===== src/rtl/fetch_unit.sv =====
// fetch_unit
// Instruction fetch stage sitting in front of the 1024x16 program ROM.
// It drives the ROM address/enable, soaks up the ROM's one-cycle read
// latency and holds fetched words in a two-entry queue that decode drains
// through a valid/ready handshake. Branch redirects flush the queue and
// drop the read that is in flight; fetching outside the ROM produces a
// single fault marker and parks the fetcher until the next redirect.

module fetch_unit #(
  parameter logic [15:0] RESET_PC = 16'h2000,
  parameter logic [15:0] ROM_BASE = 16'h2000,
  parameter int          ROM_SIZE = 1024,
  parameter int          QDEPTH   = 2
) (
  input  logic        i_clk,
  input  logic        i_rst,
  output logic        o_rom_ce,
  output logic [15:0] o_rom_addr,
  input  logic [15:0] i_rom_data,
  output logic        o_valid,
  output logic [15:0] o_instr,
  output logic [15:0] o_pc,
  output logic        o_fault,
  input  logic        i_ready,
  input  logic        i_jmp,
  input  logic [15:0] i_jmp_addr
);

  // One past the last ROM word, widened so ROM_BASE+ROM_SIZE cannot wrap.
  localparam logic [16:0] ROM_END = {1'b0, ROM_BASE} + 17'(ROM_SIZE);

  // Fetch pointer and the halt flag raised after a faulting fetch
  logic [15:0] pc;
  logic        halted;

  // Bookkeeping for the read issued last cycle, whose data arrives now
  logic        inflight;
  logic [15:0] inflight_pc;
  logic        inflight_fault;

  // Two-entry circular queue toward decode
  logic [1:0][15:0] q_instr;
  logic [1:0][15:0] q_pc;
  logic [1:0]       q_fault;
  logic             rd_ptr;
  logic             wr_ptr;
  logic [1:0]       count;

  // Handshake and control terms shared by both state blocks
  logic       pop;
  logic       issue;
  logic       wr_en;
  logic       pc_fault;
  logic [2:0] occ;
  logic [2:0] occ_after_pop;

  // Decode sees the head slot directly; all of these come straight from flops.
  assign o_valid    = (count != 2'd0);
  assign o_instr    = q_instr[rd_ptr];
  assign o_pc       = q_pc[rd_ptr];
  assign o_fault    = q_fault[rd_ptr];
  assign o_rom_addr = pc;
  assign o_rom_ce   = issue;

  // Work out whether decode pops, whether a new read may be issued without
  // risking a queue overflow, and whether the current pc lies outside the ROM.
  // A redirect suppresses both the pop and the issue in its own cycle, and
  // the word returning during a redirect is never written.
  always_comb begin
    pop           = o_valid && i_ready && !i_jmp;
    occ           = {1'b0, count} + {2'b00, inflight};
    occ_after_pop = occ - {2'b00, pop};
    issue         = !i_rst && !i_jmp && !halted && (occ_after_pop < 3'(QDEPTH));
    pc_fault      = (pc < ROM_BASE) || ({1'b0, pc} >= ROM_END);
    wr_en         = inflight && !i_jmp;
  end

  // Advance the fetch pointer on every issue, freeze it once an out-of-range
  // address has been sent down the pipe, and reload it from the redirect
  // target. The in-flight tag records what the returning word belongs to.
  always_ff @(posedge i_clk or posedge i_rst) begin
    if (i_rst) begin
      pc             <= RESET_PC;
      halted         <= 1'b0;
      inflight       <= 1'b0;
      inflight_pc    <= 16'h0000;
      inflight_fault <= 1'b0;
    end else begin
      inflight <= issue;
      if (issue) begin
        inflight_pc    <= pc;
        inflight_fault <= pc_fault;
      end
      if (i_jmp) begin
        pc     <= i_jmp_addr;
        halted <= 1'b0;
      end else if (issue) begin
        if (pc_fault) begin
          halted <= 1'b1;
        end else begin
          pc <= pc + 16'h0001;
        end
      end
    end
  end

  // Queue the returning word (or a zeroed fault marker) at the tail and
  // retire the head on a pop. A redirect empties the queue; stale payloads
  // may remain in the slots but are hidden because count is zero.
  always_ff @(posedge i_clk or posedge i_rst) begin
    if (i_rst) begin
      q_instr <= '0;
      q_pc    <= '0;
      q_fault <= '0;
      rd_ptr  <= 1'b0;
      wr_ptr  <= 1'b0;
      count   <= 2'd0;
    end else if (i_jmp) begin
      rd_ptr <= 1'b0;
      wr_ptr <= 1'b0;
      count  <= 2'd0;
    end else begin
      if (wr_en) begin
        q_instr[wr_ptr] <= inflight_fault ? 16'h0000 : i_rom_data;
        q_pc[wr_ptr]    <= inflight_pc;
        q_fault[wr_ptr] <= inflight_fault;
        wr_ptr          <= ~wr_ptr;
      end
      if (pop) begin
        rd_ptr <= ~rd_ptr;
      end
      case ({wr_en, pop})
        2'b10:   count <= count + 2'd1;
        2'b01:   count <= count - 2'd1;
        default: count <= count;
      endcase
    end
  end

endmodule


===== config.mk =====
export PLATFORM = sky130hd
export DESIGN_NAME = fetch_unit
export DESIGN_NICKNAME = d
export VERILOG_FILES = /design/src/rtl/fetch_unit.sv
export SDC_FILE = /design/constraint.sdc
export NUM_CORES = 1
export LEC_CHECK = 0
export BUFFER_PORTS_ARGS = -buffer_cell sky130_fd_sc_hd__clkbuf_2
export CAP_MARGIN = 20
export CELL_PAD_IN_SITES_DETAIL_PLACEMENT = 2
export CELL_PAD_IN_SITES_GLOBAL_PLACEMENT = 2
export CORE_MARGIN = 8
export CORE_UTILIZATION = 36
export DETAILED_ROUTE_END_ITERATION = 8
export PLACE_DENSITY_LB_ADDON = 0.1
export SLEW_MARGIN = 10
export SYNTH_ARGS = -nofsm -noshare
export SYNTH_HDL_FRONTEND = slang
export SYNTH_SLANG_ARGS = --single-unit
export TNS_END_PERCENT = 100

===== constraint.sdc =====
create_clock -name i_clk -period 5.1 [get_ports i_clk]
set_clock_uncertainty 0.15 [all_clocks]
set_input_delay 1.275 -clock i_clk [delete_from_list [all_inputs] [get_ports i_clk]]
set_output_delay 1.275 -clock i_clk [all_outputs]
set_load 0.01 [all_outputs]

# Word level (Yosys, flattened, before mapping)
# Index checks and enable logic that the tools add are counted.
[totals] ff_bits=105 input_bits=36 out_inout_bits=51 wordCells=76
[op_classes] add_sub_neg=5 n_lt_le_gt_ge=6 eq_ne=3 muxes=26 n_bitwise=3 reduce_logical=20
[ops] cell="16-bit 2-to-1 mux" count=9
[ops] cell="32-bit bitwise mux" count=2
[ops] cell="16-bit by 1-bit adder with 16-bit output (second input constant)" count=1
[ops] cell="16-bit demux with 1-bit select" count=1
[ops] cell="16-bit by 14-bit >= comparator with 1-bit output (second input constant)" count=1
[ops] cell="16-bit by 14-bit < comparator with 1-bit output (second input constant)" count=1
[ops] cell="1-bit 2-to-1 mux" count=10
[ops] cell="2-bit nonzero test" count=5
[ops] cell="1-bit logical AND" count=7
[ops] cell="2-bit AND reduction" count=3
[ops] cell="1-bit by 2-bit < comparator with 1-bit output (second input constant)" count=2
[ops] cell="2-bit one-hot mux with 2 select lines" count=1
[ops] cell="2-bit by 1-bit adder with 3-bit output" count=1
[ops] cell="1-bit logical NOT" count=3
[ops] cell="3-bit by 2-bit < comparator with 1-bit output (second input constant)" count=1
[ops] cell="1-bit NOT" count=3
[ops] cell="3-bit nonzero test" count=1
[ops] cell="3-bit by 1-bit subtractor with 3-bit output" count=1
[ops] cell="2-bit by 1-bit adder with 2-bit output (second input constant)" count=1
[ops] cell="2-bit bitwise mux" count=1
[ops] cell="2-bit by 1-bit == test with 1-bit output (second input constant)" count=1
[ops] cell="2-bit == test (second input constant)" count=1
[ops] cell="2-bit 2-to-1 mux" count=1
[ops] cell="2-bit inequality test (second input constant)" count=1
[ops] cell="4 further kinds" count=4

# Logic depth before layout (Yosys ltp)
# Gate-level depths: netlist of the first run.
[depth] ltp_word=8 mapped_depth=12 depth_no_buf=11

# Worst setup path before layout of the first run
# No wires, ideal clock.
[synth_path] kind="input-to-output" start="input port i_jmp" end="output port o_rom_ce" arrival_ns=3.139 required_ns=3.675 setup_slack_ns=0.536 stages=9 n_path_buf=2 path_cell_list="clkbuf_1 nor2_1 ha_1 nand2b_1 fa_1 nor4b_4 nand2_1 inv_2 buf_2"
[synth_via] elab_chain_cells=5 word_cells_on_any_way=7 classes_between="add/sub (1); order compare (1); reduce/logical (5)"
[synth_rtl] element="start, declared" line_no="25" text="input logic i_jmp,"
[synth_rtl] element="1-bit logical NOT (*)" line_no="70, 73"
[synth_rtl] element="1-bit logical AND" line_no="70" text="pop = o_valid && i_ready && !i_jmp;"
[synth_rtl] element="3-bit by 1-bit subtractor with 3-bit output" line_no="72" text="occ_after_pop = occ - {2'b00, pop};"
[synth_rtl] element="3-bit by 2-bit < comparator with 1-bit output" line_no="73" text="issue = !i_rst && !i_jmp && !halted && (occ_after_pop < 3'(QDEPTH));"
[synth_rtl] element="1-bit logical AND (*)" line_no="73"
[synth_rtl] element="end, declared" line_no="17" text="output logic o_rom_ce,"
# Every way passes the cells marked *; elsewhere a longest branch is shown, timed or not.

# Worst setup path after layout of the first run
[layout_path] start="input port i_ready" end="output port o_rom_ce"
[layout_via] elab_chain_cells=5
[layout_rtl] element="start, declared" line_no="24" text="input logic i_ready,"
[layout_rtl] element="1-bit logical AND (2 in series)" line_no="70"
[layout_rtl] element="3-bit by 1-bit subtractor with 3-bit output" line_no="72"
[layout_rtl] element="3-bit by 2-bit < comparator with 1-bit output" line_no="73"
[layout_rtl] element="1-bit logical AND" line_no="73"
# Every way passes these cells.

==> summary.txt, run 1 <==
Run status
  – Status: complete, no violations

Drt
  – Final WL: 12200 um
  – DR top layer: met4
  – M1 WL: 5680 um
  – Met2 WL post-DR: 5850 um
  – First drt pass iteration count: 4
  – DRC violations left: 0
  – Vias per cell: 5.04
  – Initial drt markers: 129
  – Via Count: 3289
  – ANT nets after route: 0
  – DR WL/cell: 18.7 um
  – WL met3: 431 um

Clocking
  – Clock Latency Late Sink: 340 ps
  – Setup Buffers After CTS: 0
  – CTS tree: yes
  – CTS root buffer: clkbuf_16
  – H-Tree Depth: 3
  – Clk buf depth: 2
  – CTS Hold Bufs: 0
  – Clock Pin Slew Worst Setup and Hold Paths: 70 ps
  – Cts bufs inserted: 9
  – Resize count post-CTS: 0
  – Total clock sinks: 105

Synthesis
  – Syn_nets: 435
  – Synth Warn #: 0
  – Syn_area_per_cell: 11.7 sq um
  – Ys flop type: dfrtp_1
  – EDFF count, synth: 0
  – Post-synthesis register bit count: 105
  – Distinct cells, synth: 45
  – Asr flop ratio synth: 1.00
  – Seq/Total Area, Yosys: 0.566
  – Post-Synthesis Cell Area: 4640 sq um
  – Cells after Synth: 395

Min path
  – Hold EP: q_instr[21]
  – WHS Path Cells: 2
  – HP Class: reg2reg
  – Min-delay src: q_instr[21]

Setup path
  – Worst path required time: 3670 ps
  – Worst reg-to-reg path cell count: 10
  – Critical Path Fanout Max: 5
  – Max incr delay on CP: 490 ps
  – Crit path capture type: output pin
  – CP Data Arrival Time: 3120 ps
  – Worst path bufs/invs: 3
  – Critical-path cell list: clkbuf_2 > nand2_1 > nor2_1 > ha_1 > nand2b_1 > fa_1 > nor4b_4 > nand2_1 > inv_2 > clkbuf_2
  – R2R setup slack: 1400 ps
  – Critical path's slowest cell: fa_1
  – Crit path kind: in2out
  – FF-to-FF End: o_rom_addr[8]
  – RR Startpoint: count[1]
  – Crit path max-delay family: simple AND/OR/NAND/NOR gates
  – Worst setup SP type: input port

Finish
  – Ant diodes: 0
  – Proportion of layout cells with a drive suffix above 1: 0.387
  – Nets: 516
  – Area growth syn-to-layout: 19.7%
  – Fill cells: 1328
  – Final Util: 0.440

Power and ir drop
  – Power density over the cells: 403 nW/um^2
  – P_leak: 0.00260 uW
  – VDD IR max: 170 uV

Global route
  – Grt total ovfl: 0
  – First-pass GRT wire length: 20400 um
  – Total track usage: 0.157
  – Vias in the first global route: 3810
  – Largest net degree at the start of global routing: 85
  – Initial antenna violation count: 0

Floorplanning
  – Die Ht: 130 um
  – Row count: 41
  – Width of the die: 130 um
  – Die footprint: 16800 sq um
  – Initial Util: 0.368
  – Core ar.: 12600 sq um
  – Ports: 87

Placement
  – RePlAce Congestion: 0.709
  – Port Buffers: 86
  – Post-DP HPWL: 8420 um

Timing
  – Slew margin rel.: 0.385
  – Max Freq: 220 MHz
  – Fin crit period: 4550 ps
  – Setup violation total in the final timing report: 0
  – RSZ-0062 raised after global routing: false
  – Final Hold Fails: 0
  – Slew Viols, Final: 0
  – Worst slew pin tran: 922 ps
  – Setup TNS: 0 ps
  – Final clock period utilization by the worst path: 0.892

Run
  – Max Cap Viol: 0
## worst max path at each step
stage	from	to	slack [ps]	cells past startpoint
2_1_floorplan	i_jmp	o_rom_ce	540	9
3_5_place_dp	i_ready	o_rom_ce	540	10
6_report	i_ready	o_rom_ce	550	10
5_1_grt	i_ready	o_rom_ce	440	10
3_3_place_gp	i_ready	o_rom_ce	680	10
4_1_cts	i_ready	o_rom_ce	530	10
## state kept, by name, summed over array words and instances (netlist names)
register,cells
wr_ptr,1
rd_ptr,1
inflight_pc,16
count,2
halted,1
inflight,1
q_pc,32
o_rom_addr,16
inflight_fault,1
q_instr,32
q_fault,2
## cells by family (layout without fill, tap and decap cells)
group,count (synthesis),after routing,share of synthesized area
buf+inv,33,119,0.0280
compound gates,60,60,0.0720
mux,87,87,0.210
simple gates,102,102,0.104
fa+ha+maj,4,4,0.0124
flops,105,105,0.566
xor+xnor,4,4,0.00755
## per-layer routing
metal	vias to the layer above	track usage
li1	1540	-
met1	1675	0.196
met2	60	0.262
met3	14	0.0300
met4	0	0.0642
met5	-	0
## cell usage in the layout, fill, tap and decap left out, types with 2 or more instances in the layout
| cell | count |
|---|---|
| buf_4 | 6 |
| nor2_1 | 10 |
| a31oi_1 | 5 |
| o21ai_0 | 40 |
| o31ai_1 | 3 |
| a21oi_1 | 2 |
| inv_1 | 6 |
| o21ai_1 | 4 |
| clkbuf_2 | 86 |
| inv_2 | 2 |
| nand2_1 | 64 |
| dfrtp_1 | 103 |
| mux2_1 | 15 |
| or3_1 | 3 |
| mux2_2 | 67 |
| nand3_1 | 4 |
| or4_1 | 4 |
| ha_1 | 3 |
| nand2b_1 | 2 |
| nor4_1 | 2 |
| mux2i_1 | 5 |
| clkinv_2 | 3 |
| nand3_2 | 2 |
| xnor2_1 | 3 |
| clkbuf_16 | 9 |
## per-stage QoR
stage | hold slack [ps] | cells | power [uW] | cell area, sq um | setup WS, ps
2_1_floorplan | 294 | 395 | 1410 | 4640 | 536
3_3_place_gp | 306 | 636 | 1590 | 5250 | 680
3_5_place_dp | 318 | 636 | 1620 | 5250 | 542
4_1_cts | 334 | 652 | 2280 | 5530 | 528
5_1_grt | 364 | 653 | 2370 | 5550 | 442
6_report | 327 | 653 | 2240 | 5550 | 552
## worst reg2reg max path, cell delays in order (launching register included)
cell	delay, ps
dfrtp_1	480
or2_2	330
nand2_1	120
nor2_1	60
ha_1	250
nand2b_1	150
fa_1	490
nor4b_4	220
nand4_2	510
or4_1	680
a31oi_1	170
## synth_stat cells (4+ instances only)
cell | instances | area share
mux2_1 | 15 | 0.036
nand3_1 | 6 | 0.0065
dfrtp_1 | 104 | 0.56
nand2_1 | 64 | 0.052
or4_1 | 4 | 0.0065
mux2_2 | 67 | 0.16
nor2_1 | 10 | 0.0081
o21ai_0 | 40 | 0.043
o21ai_1 | 4 | 0.0043
mux2i_1 | 5 | 0.011
buf_1 | 4 | 0.0032
clkbuf_1 | 16 | 0.013
inv_1 | 7 | 0.0057
a31oi_1 | 5 | 0.0067
## cell type report
class | count | area (sq um) | share of cell area
Timing Repair Buffer | 93 | 503 | 0.0906
Sequential cell | 105 | 2630 | 0.474
Clock inverter | 5 | 31.3 | 0.00563
Inverter | 10 | 40.0 | 0.00721
Multi-Input combinational cell | 257 | 1890 | 0.341
Clock buffer | 11 | 243 | 0.0437
Tap cell | 172 | 215 | 0.0387
## report_power, final
group	internal [uW]	leakage, uW	switching (uW)
combinational	248	0.00113	221
clock	343	0.000135	304
sequential	1010	0.00134	116
total	1600	0.00260	641
Note: power is estimated with default switching activity, not from simulation.
==> run 2: changes to the inputs <==
--- a/config.mk
+++ b/config.mk
@@ -6,11 +6,10 @@
 export NUM_CORES = 1
 export LEC_CHECK = 0
 export BUFFER_PORTS_ARGS = -buffer_cell sky130_fd_sc_hd__clkbuf_2
-export CAP_MARGIN = 20
 export CELL_PAD_IN_SITES_DETAIL_PLACEMENT = 2
 export CELL_PAD_IN_SITES_GLOBAL_PLACEMENT = 2
 export CORE_MARGIN = 8
-export CORE_UTILIZATION = 36
+export CORE_UTILIZATION = 33
 export DETAILED_ROUTE_END_ITERATION = 8
 export PLACE_DENSITY_LB_ADDON = 0.1
 export SLEW_MARGIN = 10
==> constraint.sdc (replaced) <==
create_clock -name i_clk -period 4.02 [get_ports i_clk]
set_clock_uncertainty 0.15 [all_clocks]
set_input_delay 1.005 -clock i_clk [delete_from_list [all_inputs] [get_ports i_clk]]
set_output_delay 1.005 -clock i_clk [all_outputs]
set_load 0.01 [all_outputs]
==> summary.txt, run 2 (synthesis results as in run 1) <==
Run status
  – Status: complete, no violations (unchanged)

Min path
  – Hold EP: q_instr[14] (was q_instr[21])
  – WHS Path Cells: 2 (unchanged)
  – HP Class: reg2reg (unchanged)
  – Min-delay src: q_instr[14] (was q_instr[21])

Drt
  – Vias per cell: 4.94 (was 5.04)
  – ANT nets after route: 0 (unchanged)
  – Initial drt markers: 80 (was 129)
  – Final WL: 12400 um (was 12200 um)
  – DRC violations left: 0 (unchanged)
  – Via Count: 3288 (was 3289)
  – DR WL/cell: 18.6 um (was 18.7 um)
  – First drt pass iteration count: 4 (unchanged)

Clocking
  – Clock Pin Slew Worst Setup and Hold Paths: 70 ps (about the same)
  – Clock Latency Late Sink: 350 ps (was 340 ps)
  – H-Tree Depth: 3 (unchanged)
  – Cts bufs inserted: 9 (unchanged)
  – CTS root buffer: clkbuf_16 (unchanged)
  – CTS Hold Bufs: 0 (unchanged)
  – CTS tree: yes (unchanged)
  – Clk buf depth: 2 (unchanged)
  – Total clock sinks: 105 (unchanged)

Placement
  – Post-DP HPWL: 8660 um (was 8420 um)
  – Pre-CTS setup slack: 95.2 ps (was 542 ps)
  – RePlAce Congestion: 0.735 (was 0.709)
  – Area post-placement: 5290 sq um (was 5250 sq um)
  – Port Buffers: 86 (unchanged)

Floorplanning
  – Core ar.: 13800 sq um (was 12600 sq um)
  – Initial Util: 0.336 (was 0.368)
  – Row count: 43 (was 41)
  – Die Ht: 135 um (was 130 um)
  – Die footprint: 18100 sq um (was 16800 sq um)
  – Ports: 87 (unchanged)
  – Width of the die: 135 um (was 130 um)

Setup path
  – Worst setup SP type: input port (unchanged)
  – Crit path capture type: output pin (unchanged)
  – Critical Path Fanout Max: 5 (unchanged)
  – Crit path kind: in2out (unchanged)
  – R2R setup slack: 600 ps (was 1400 ps)
  – Worst path required time: 2860 ps (was 3670 ps)
  – RR Startpoint: count[0] (was count[1])
  – Worst reg-to-reg path cell count: 11 (was 10)
  – FF-to-FF End: o_rom_addr[3] (was o_rom_addr[8])
  – CP Data Arrival Time: 2770 ps (was 3120 ps)

Global route
  – Gr busiest metal: met2 (unchanged)
  – Grt met3 use: 0.0286 (was 0.0300)
  – Total track usage: 0.146 (was 0.157)
  – Largest net degree at the start of global routing: 64 (was 85)
  – Routing usage on met2: 0.235 (was 0.262)
  – Initial antenna violation count: 0 (unchanged)
  – First-pass GRT wire length: 20600 um (was 20400 um)
  – Grt total ovfl: 0 (unchanged)
  – Vias in the first global route: 3831 (was 3810)
  – Met1 Resource Use GR: 0.187 (was 0.196)

Power and ir drop
  – Part of the power in registers: 0.497 (was 0.502)
  – Clock Power Share: 0.291 (was 0.289)
  – Power density over the cells: 510 nW/um^2 (was 403 nW/um^2)
  – Sw Pwr: 811 uW (was 641 uW)
  – Total internal power: 2050 uW (was 1600 uW)
  – VDD IR max: 229 uV (was 170 uV)
  – P_leak: 0.00264 uW (was 0.00260 uW)
  – Combinational share of power: 0.211 (was 0.209)
  – Switching share of total power: 0.284 (was 0.286)

Finish
  – Design Area, Final: 5600 sq um (was 5550 sq um)
  – Fill cells: 1462 (was 1328)
  – Most common cell after layout, fill and taps aside: dfrtp_1 (unchanged)
  – Register Area: 2630 sq um (about the same)
  – Proportion of layout cells with a drive suffix above 1: 0.397 (was 0.387)
  – Biggest regs: q_instr (32), q_pc (32) (unchanged)
  – Multi-input logic area: 1900 sq um (was 1890 sq um)
  – Area growth syn-to-layout: 20.7% (was 19.7%)
  – Most frequent cells in the layout: 102 x dfrtp_1, 84 x clkbuf_2, 67 x mux2_2 (was 103 x dfrtp_1, 86 x clkbuf_2, 67 x mux2_2)
  – Ant diodes: 0 (unchanged)
  – Nets: 521 (was 516)

Timing
  – Final clock period utilization by the worst path: 0.977
  – Setup TNS: 0 ps (unchanged)
  – Fin crit period: 3930 ps
  – Slew Viols, Final: 0 (unchanged)
  – Final Hold Fails: 0 (unchanged)
  – Worst slew pin tran: 820 ps (was 922 ps)
  – Max Freq: 255 MHz
  – Slew margin rel.: 0.453 (was 0.385)
  – Setup violation total in the final timing report: 0 (unchanged)
  – RSZ-0062 raised after global routing: false (unchanged)
  – Setup WS post-layout: 91.4 ps (was 552 ps)

Run
  – Max Cap Viol: 0 (unchanged)
[run 2: cell count changes in the layout (fill, tap and decap cells not counted), sizes merged]
cell / change
buf: +7
clkinv: -1
clkinvlp: -1
[run 2: worst max-delay path, cell delays in order]
cell,delay [ps]
buf_4,130
nand2_2,70
nor2_1,40
ha_1,270
nand2b_4,150
fa_1,550
nor4b_4,240
nand2_1,130
inv_2,80
buf_6,100
[run 2: area by class of cell]
type,instances,share of cell area
flip-flops and latches,105,0.470
multi-input cells,257,0.339
clock inverters,3,0.00268
inverters,10,0.00715
clock buffers,13,0.0464
repair buffers,98,0.0945
well taps,180,0.0402
[run 2: how the worst max path moves through the flow]
stage | from | to | slack, ps | depth (start not counted)
floorplan | i_rst | count[0] | 110 | 1
global placement | i_ready | o_rom_ce | 170 | 10
detailed placement | i_ready | o_rom_ce | 100 | 10
CTS | count[1] | o_rom_ce | 40 | 10
global route | i_ready | o_rom_ce | 3 | 10
finish | i_ready | o_rom_ce | 90 | 10
[run 2: metal layers]
metal / up-vias / routed length, um
met4: 0 / 196
met3: 12 / 422
li1: 1537 / -
met5: - / 0
met2: 59 / 6000
met1: 1680 / 5740
[run 2: through the flow]
stage / utilization / instances / power, uW / hold WS [ps]
global route: 0.405 / 666 / 3030 / 362
detailed placement: 0.382 / 647 / 2060 / 318
floorplan: - / 395 / 1790 / 294
finish: 0.405 / 666 / 2860 / 330
global placement: 0.382 / 647 / 2020 / 307
CTS: 0.402 / 663 / 2910 / 335
[run 2: repair_timing]
item	4_1_cts	5_1_grt
setup endpoints to repair	0	1
setup buffers	0	3
gates resized for setup	0	7
[run 2: power groups by stage]
stage | clock network, uW | registers [uW] | logic (uW)
5_1_grt | 898 | 1460 | 672
3_3_place_gp | 0 | 1420 | 597
2_1_floorplan | 0 | 1390 | 395
4_1_cts | 866 | 1430 | 621
3_5_place_dp | 0 | 1440 | 617
6_report | 833 | 1420 | 604
==> run 3: changes to the inputs <==
--- a/config.mk
+++ b/config.mk
@@ -5,11 +5,12 @@
 export SDC_FILE = /design/constraint.sdc
 export NUM_CORES = 1
 export LEC_CHECK = 0
+export ABC_AREA = 1
 export BUFFER_PORTS_ARGS = -buffer_cell sky130_fd_sc_hd__clkbuf_2
 export CELL_PAD_IN_SITES_DETAIL_PLACEMENT = 2
 export CELL_PAD_IN_SITES_GLOBAL_PLACEMENT = 2
 export CORE_MARGIN = 8
-export CORE_UTILIZATION = 33
+export CORE_UTILIZATION = 29
 export DETAILED_ROUTE_END_ITERATION = 8
 export PLACE_DENSITY_LB_ADDON = 0.1
 export SLEW_MARGIN = 10
==> constraint.sdc (replaced) <==
create_clock -name i_clk -period 3.3 [get_ports i_clk]
set_clock_uncertainty 0.15 [all_clocks]
set_input_delay 0.825 -clock i_clk [delete_from_list [all_inputs] [get_ports i_clk]]
set_output_delay 0.825 -clock i_clk [all_outputs]
set_load 0.01 [all_outputs]
==> summary.txt, run 3 <==
Run status
  – Status: finished with violations (was complete, no violations)
  – Violated checks: setup timing

Clocking
  – Cts bufs inserted: 9 (unchanged)
  – CTS tree: yes (unchanged)
  – Clock Latency Late Sink: 350 ps (about the same)
  – CTS root buffer: clkbuf_16 (unchanged)
  – Clock Pin Slew Worst Setup and Hold Paths: 70 ps (about the same)
  – H-Tree Depth: 3 (unchanged)
  – Setup Buffers After CTS: 0 (unchanged)
  – Clk buf depth: 2 (unchanged)
  – Total clock sinks: 105 (unchanged)

Min path
  – HP Class: reg2reg (unchanged)
  – Hold EP: q_instr[18] (was q_instr[14])
  – WHS Path Cells: 2 (unchanged)
  – Min-delay src: q_instr[18] (was q_instr[14])

Finish
  – Register Area: 2630 sq um (about the same)
  – Proportion of layout cells with a drive suffix above 1: 0.200 (was 0.397)
  – Final Util: 0.351 (was 0.405)
  – Area growth syn-to-layout: 19.3% (was 20.7%)
  – Most common cell after layout, fill and taps aside: nand2_1 (was dfrtp_1)
  – Nets: 771 (was 521)
  – Biggest regs: q_instr (32), q_pc (32) (unchanged)
  – Fill cells: 2058 (was 1462)
  – Multi-input logic area: 1970 sq um (was 1900 sq um)
  – Ant diodes: 0 (unchanged)
  – Cell Count, Final, Fillers Out: 961 (was 666)
  – Design Area, Final: 6040 sq um (was 5600 sq um)
  – Most frequent cells in the layout: 246 x nand2_1, 103 x dfrtp_1, 84 x clkbuf_2 (was 102 x dfrtp_1, 84 x clkbuf_2, 67 x mux2_2)

Setup path
  – RR Startpoint: count[0] (unchanged)
  – CP Data Arrival Time: 2530 ps (was 2770 ps)
  – Worst setup SP type: input port (unchanged)
  – Crit path kind: in2out (unchanged)
  – Critical path's slowest cell: fa_1 (unchanged)
  – Critical Path Most Common Cell: nand2_2
  – Worst reg-to-reg path cell count: 15 (was 11)
  – Crit path max-delay family: simple AND/OR/NAND/NOR gates (was adder cells)
  – WP depth: 13 (was 10)
  – Critical Path Fanout Max: 2 (was 5)
  – FF-to-FF End: o_rom_addr[14] (was o_rom_addr[3])
  – Critical-path cell list: buf_6 > inv_4 > nor2_4 > nand2_2 > inv_2 > ha_4 > or2_4 > fa_1 > inv_1 > nor2_2 > nand2_2 > nor2_8 > buf_8 (was buf_4 > nand2_2 > nor2_1 > ha_1 > nand2b_4 > fa_1 > nor4b_4 > nand2_1 > inv_2 > buf_6)
  – Worst path bufs/invs: 5 (was 3)
  – Worst path required time: 2320 ps (was 2860 ps)
  – R2R setup slack: 540 ps (was 600 ps)
  – Crit path capture type: output pin (unchanged)
  – Max incr delay on CP: 500 ps (was 550 ps)

Global route
  – Initial antenna violation count: 0 (unchanged)
  – First-pass GRT wire length: 25700 um (was 20600 um)
  – Total track usage: 0.146 (about the same)
  – Vias in the first global route: 5020 (was 3831)
  – Grt total ovfl: 0 (unchanged)
  – Largest net degree at the start of global routing: 106 (was 64)

Synthesis
  – Cells after Synth: 650 (was 395)
  – Post-synthesis register bit count: 105 (unchanged)
  – Synth Warn #: 0 (unchanged)
  – Post-Synthesis Cell Area: 5060 sq um (was 4640 sq um)
  – Area leader, netlist: dfrtp_1 (unchanged)
  – Asr flop ratio synth: 1.00 (unchanged)
  – Ys flop type: dfrtp_1 (unchanged)
  – Distinct cells, synth: 27 (was 45)
  – Synth top area share: 0.514 (was 0.561)
  – Syn_area_per_cell: 7.79 sq um (was 11.7 sq um)
  – Commonest cells post-synth: 247 x nand2_1, 104 x dfrtp_1, 81 x inv_1 (was 104 x dfrtp_1, 67 x mux2_2, 64 x nand2_1)
  – Area contributors post-synth: dfrtp_1 51%, nand2_1 18%, o21ai_0 7.2%, inv_1 6.0%, nor2_1 2.7% (was dfrtp_1 56%, mux2_2 16%, nand2_1 5.2%, o21ai_0 4.3%, mux2_1 3.6%)
  – Most numerous cell in the Yosys netlist: nand2_1 (was dfrtp_1)
  – Seq/Total Area, Yosys: 0.519 (was 0.566)
  – Syn_nets: 690 (was 435)
  – EDFF count, synth: 0 (unchanged)

Timing
  – RSZ-0062 raised after global routing: true (was false)
  – Final Hold Fails: 0 (unchanged)
  – Setup TNS: -202 ps (was 0 ps)
  – Final clock period utilization by the worst path: 1.06
  – Slew margin rel.: 0.492 (was 0.453)
  – Setup violation total in the final timing report: 1 (was 0)
  – Slew Viols, Final: 0 (unchanged)
  – Worst slew pin tran: 762 ps (was 820 ps)
  – Setup WS post-layout: -202 ps (was 91.4 ps)
  – Fin crit period: 3500 ps
  – Max Freq: 286 MHz

Placement
  – Port Buffers: 86 (unchanged)
  – Post-DP HPWL: 10600 um (was 8660 um)
  – Placed cell count: 945 (was 647)
  – Area post-placement: 5720 sq um (was 5290 sq um)
  – RePlAce Congestion: 0.739 (was 0.735)

Drt
  – First drt pass iteration count: 4 (unchanged)
  – DR WL/cell: 15.7 um (was 18.6 um)
  – Via Count: 4400 (was 3288)
  – ANT nets after route: 0 (unchanged)
  – Final WL: 15100 um (was 12400 um)
  – DRC violations left: 0 (unchanged)
  – Initial drt markers: 156 (was 80)
  – Vias per cell: 4.58 (was 4.94)

Floorplanning
  – Initial Util: 0.295 (was 0.336)
  – Die footprint: 21900 sq um (was 18100 sq um)
  – Ports: 87 (unchanged)
  – Die Ht: 148 um (was 135 um)
  – Row count: 48 (was 43)
  – Core ar.: 17200 sq um (was 13800 sq um)
  – Width of the die: 148 um (was 135 um)

Run
  – Max Cap Viol: 0 (unchanged)

Power and ir drop
  – P_leak: 0.00312 uW (was 0.00264 uW)
  – VDD IR max: 261 uV (was 229 uV)
  – Power density over the cells: 761 nW/um^2 (was 510 nW/um^2)
-- run 3: cell count changes in the layout (fill, tap and decap cells not counted), sizes merged, moves of 4 or more --
cell    previous run  this run
clkinv             4         0
nand2             64       256
nand3              6        18
inv                9        86
a31oi              5         0
or4                4         0
o21ai             44        99
mux2              82         0
nor2              10        44
mux2i              5         0
-- run 3: power breakdown --
| group | total (uW) | internal [uW] | switching [uW] | leakage, uW |
|---|---|---|---|---|
| combinational | 1520 | 569 | 949 | 0.00165 |
| sequential | 2060 | 1730 | 327 | 0.00135 |
| clock | 1020 | 535 | 484 | 0.000123 |
-- run 3: area by class of cell --
cell class,instances,share of cell area
multi-input combinational,430,0.327
clock inverter,2,0.00249
timing repair buffer,98,0.0910
clock buffer,14,0.0421
tap,225,0.0466
sequential,105,0.436
inverter,87,0.0555
-- run 3: worst max path at each step --
stage	startpoint	endpoint
5_1_grt	i_ready	o_rom_ce
3_5_place_dp	i_ready	o_rom_ce
6_report	i_ready	o_rom_ce
4_1_cts	i_ready	o_rom_ce
2_1_floorplan	i_jmp	o_rom_ce
3_3_place_gp	i_ready	o_rom_ce
-- run 3: logic make-up (layout without fill, tap and decap cells) --
| family | after synthesis | count (layout) | synth area share |
|---|---|---|---|
| adders and majority gates | 4 | 4 | 0.0114 |
| DFF | 105 | 105 | 0.519 |
| AOI/OAI and AO/OA | 104 | 104 | 0.106 |
| buffers and inverters | 115 | 201 | 0.0981 |
| and+or+nand+nor | 322 | 322 | 0.265 |
-- run 3: routing by layer --
layer | global-route usage | wire length [um] | vias to the layer above
li1 | - | - | 2143
met1 | 0.180 | 7010 | 2174
met2 | 0.247 | 7230 | 70
met3 | 0.0371 | 656 | 13
met4 | 0.0428 | 186 | 0
met5 | 0 | 0 | -
-- run 3: worst register-to-register path, stage by stage, from the launching register on --
cell	delay [ps]
dfrtp_1	440
nor2_4	130
nor2_4	50
nand2_2	70
inv_2	40
ha_4	200
or2_4	220
fa_1	500
inv_1	50
nor2_2	100
nand2_2	100
nor2_8	110
buf_4	170
nand2_4	100
nand2_8	130
o21ai_1	80
-- run 3: stage by stage --
step | worst slack [ps] | hold slack [ps] | power (uW)
after CTS | -244 | 331 | 4710
after detailed placement | -463 | 312 | 3620
final | -202 | 324 | 4600
after global placement | -429 | 303 | 3520
after floorplan | -265 | 292 | 2960
after global routing | -278 | 357 | 5000
-- run 3: what timing repair did --
action,CTS,global route
gates resized for setup,8,4
hold endpoints to repair,0,0
hold buffers,0,0
endpoints found under the setup margin,1,1
pin swaps,7,0
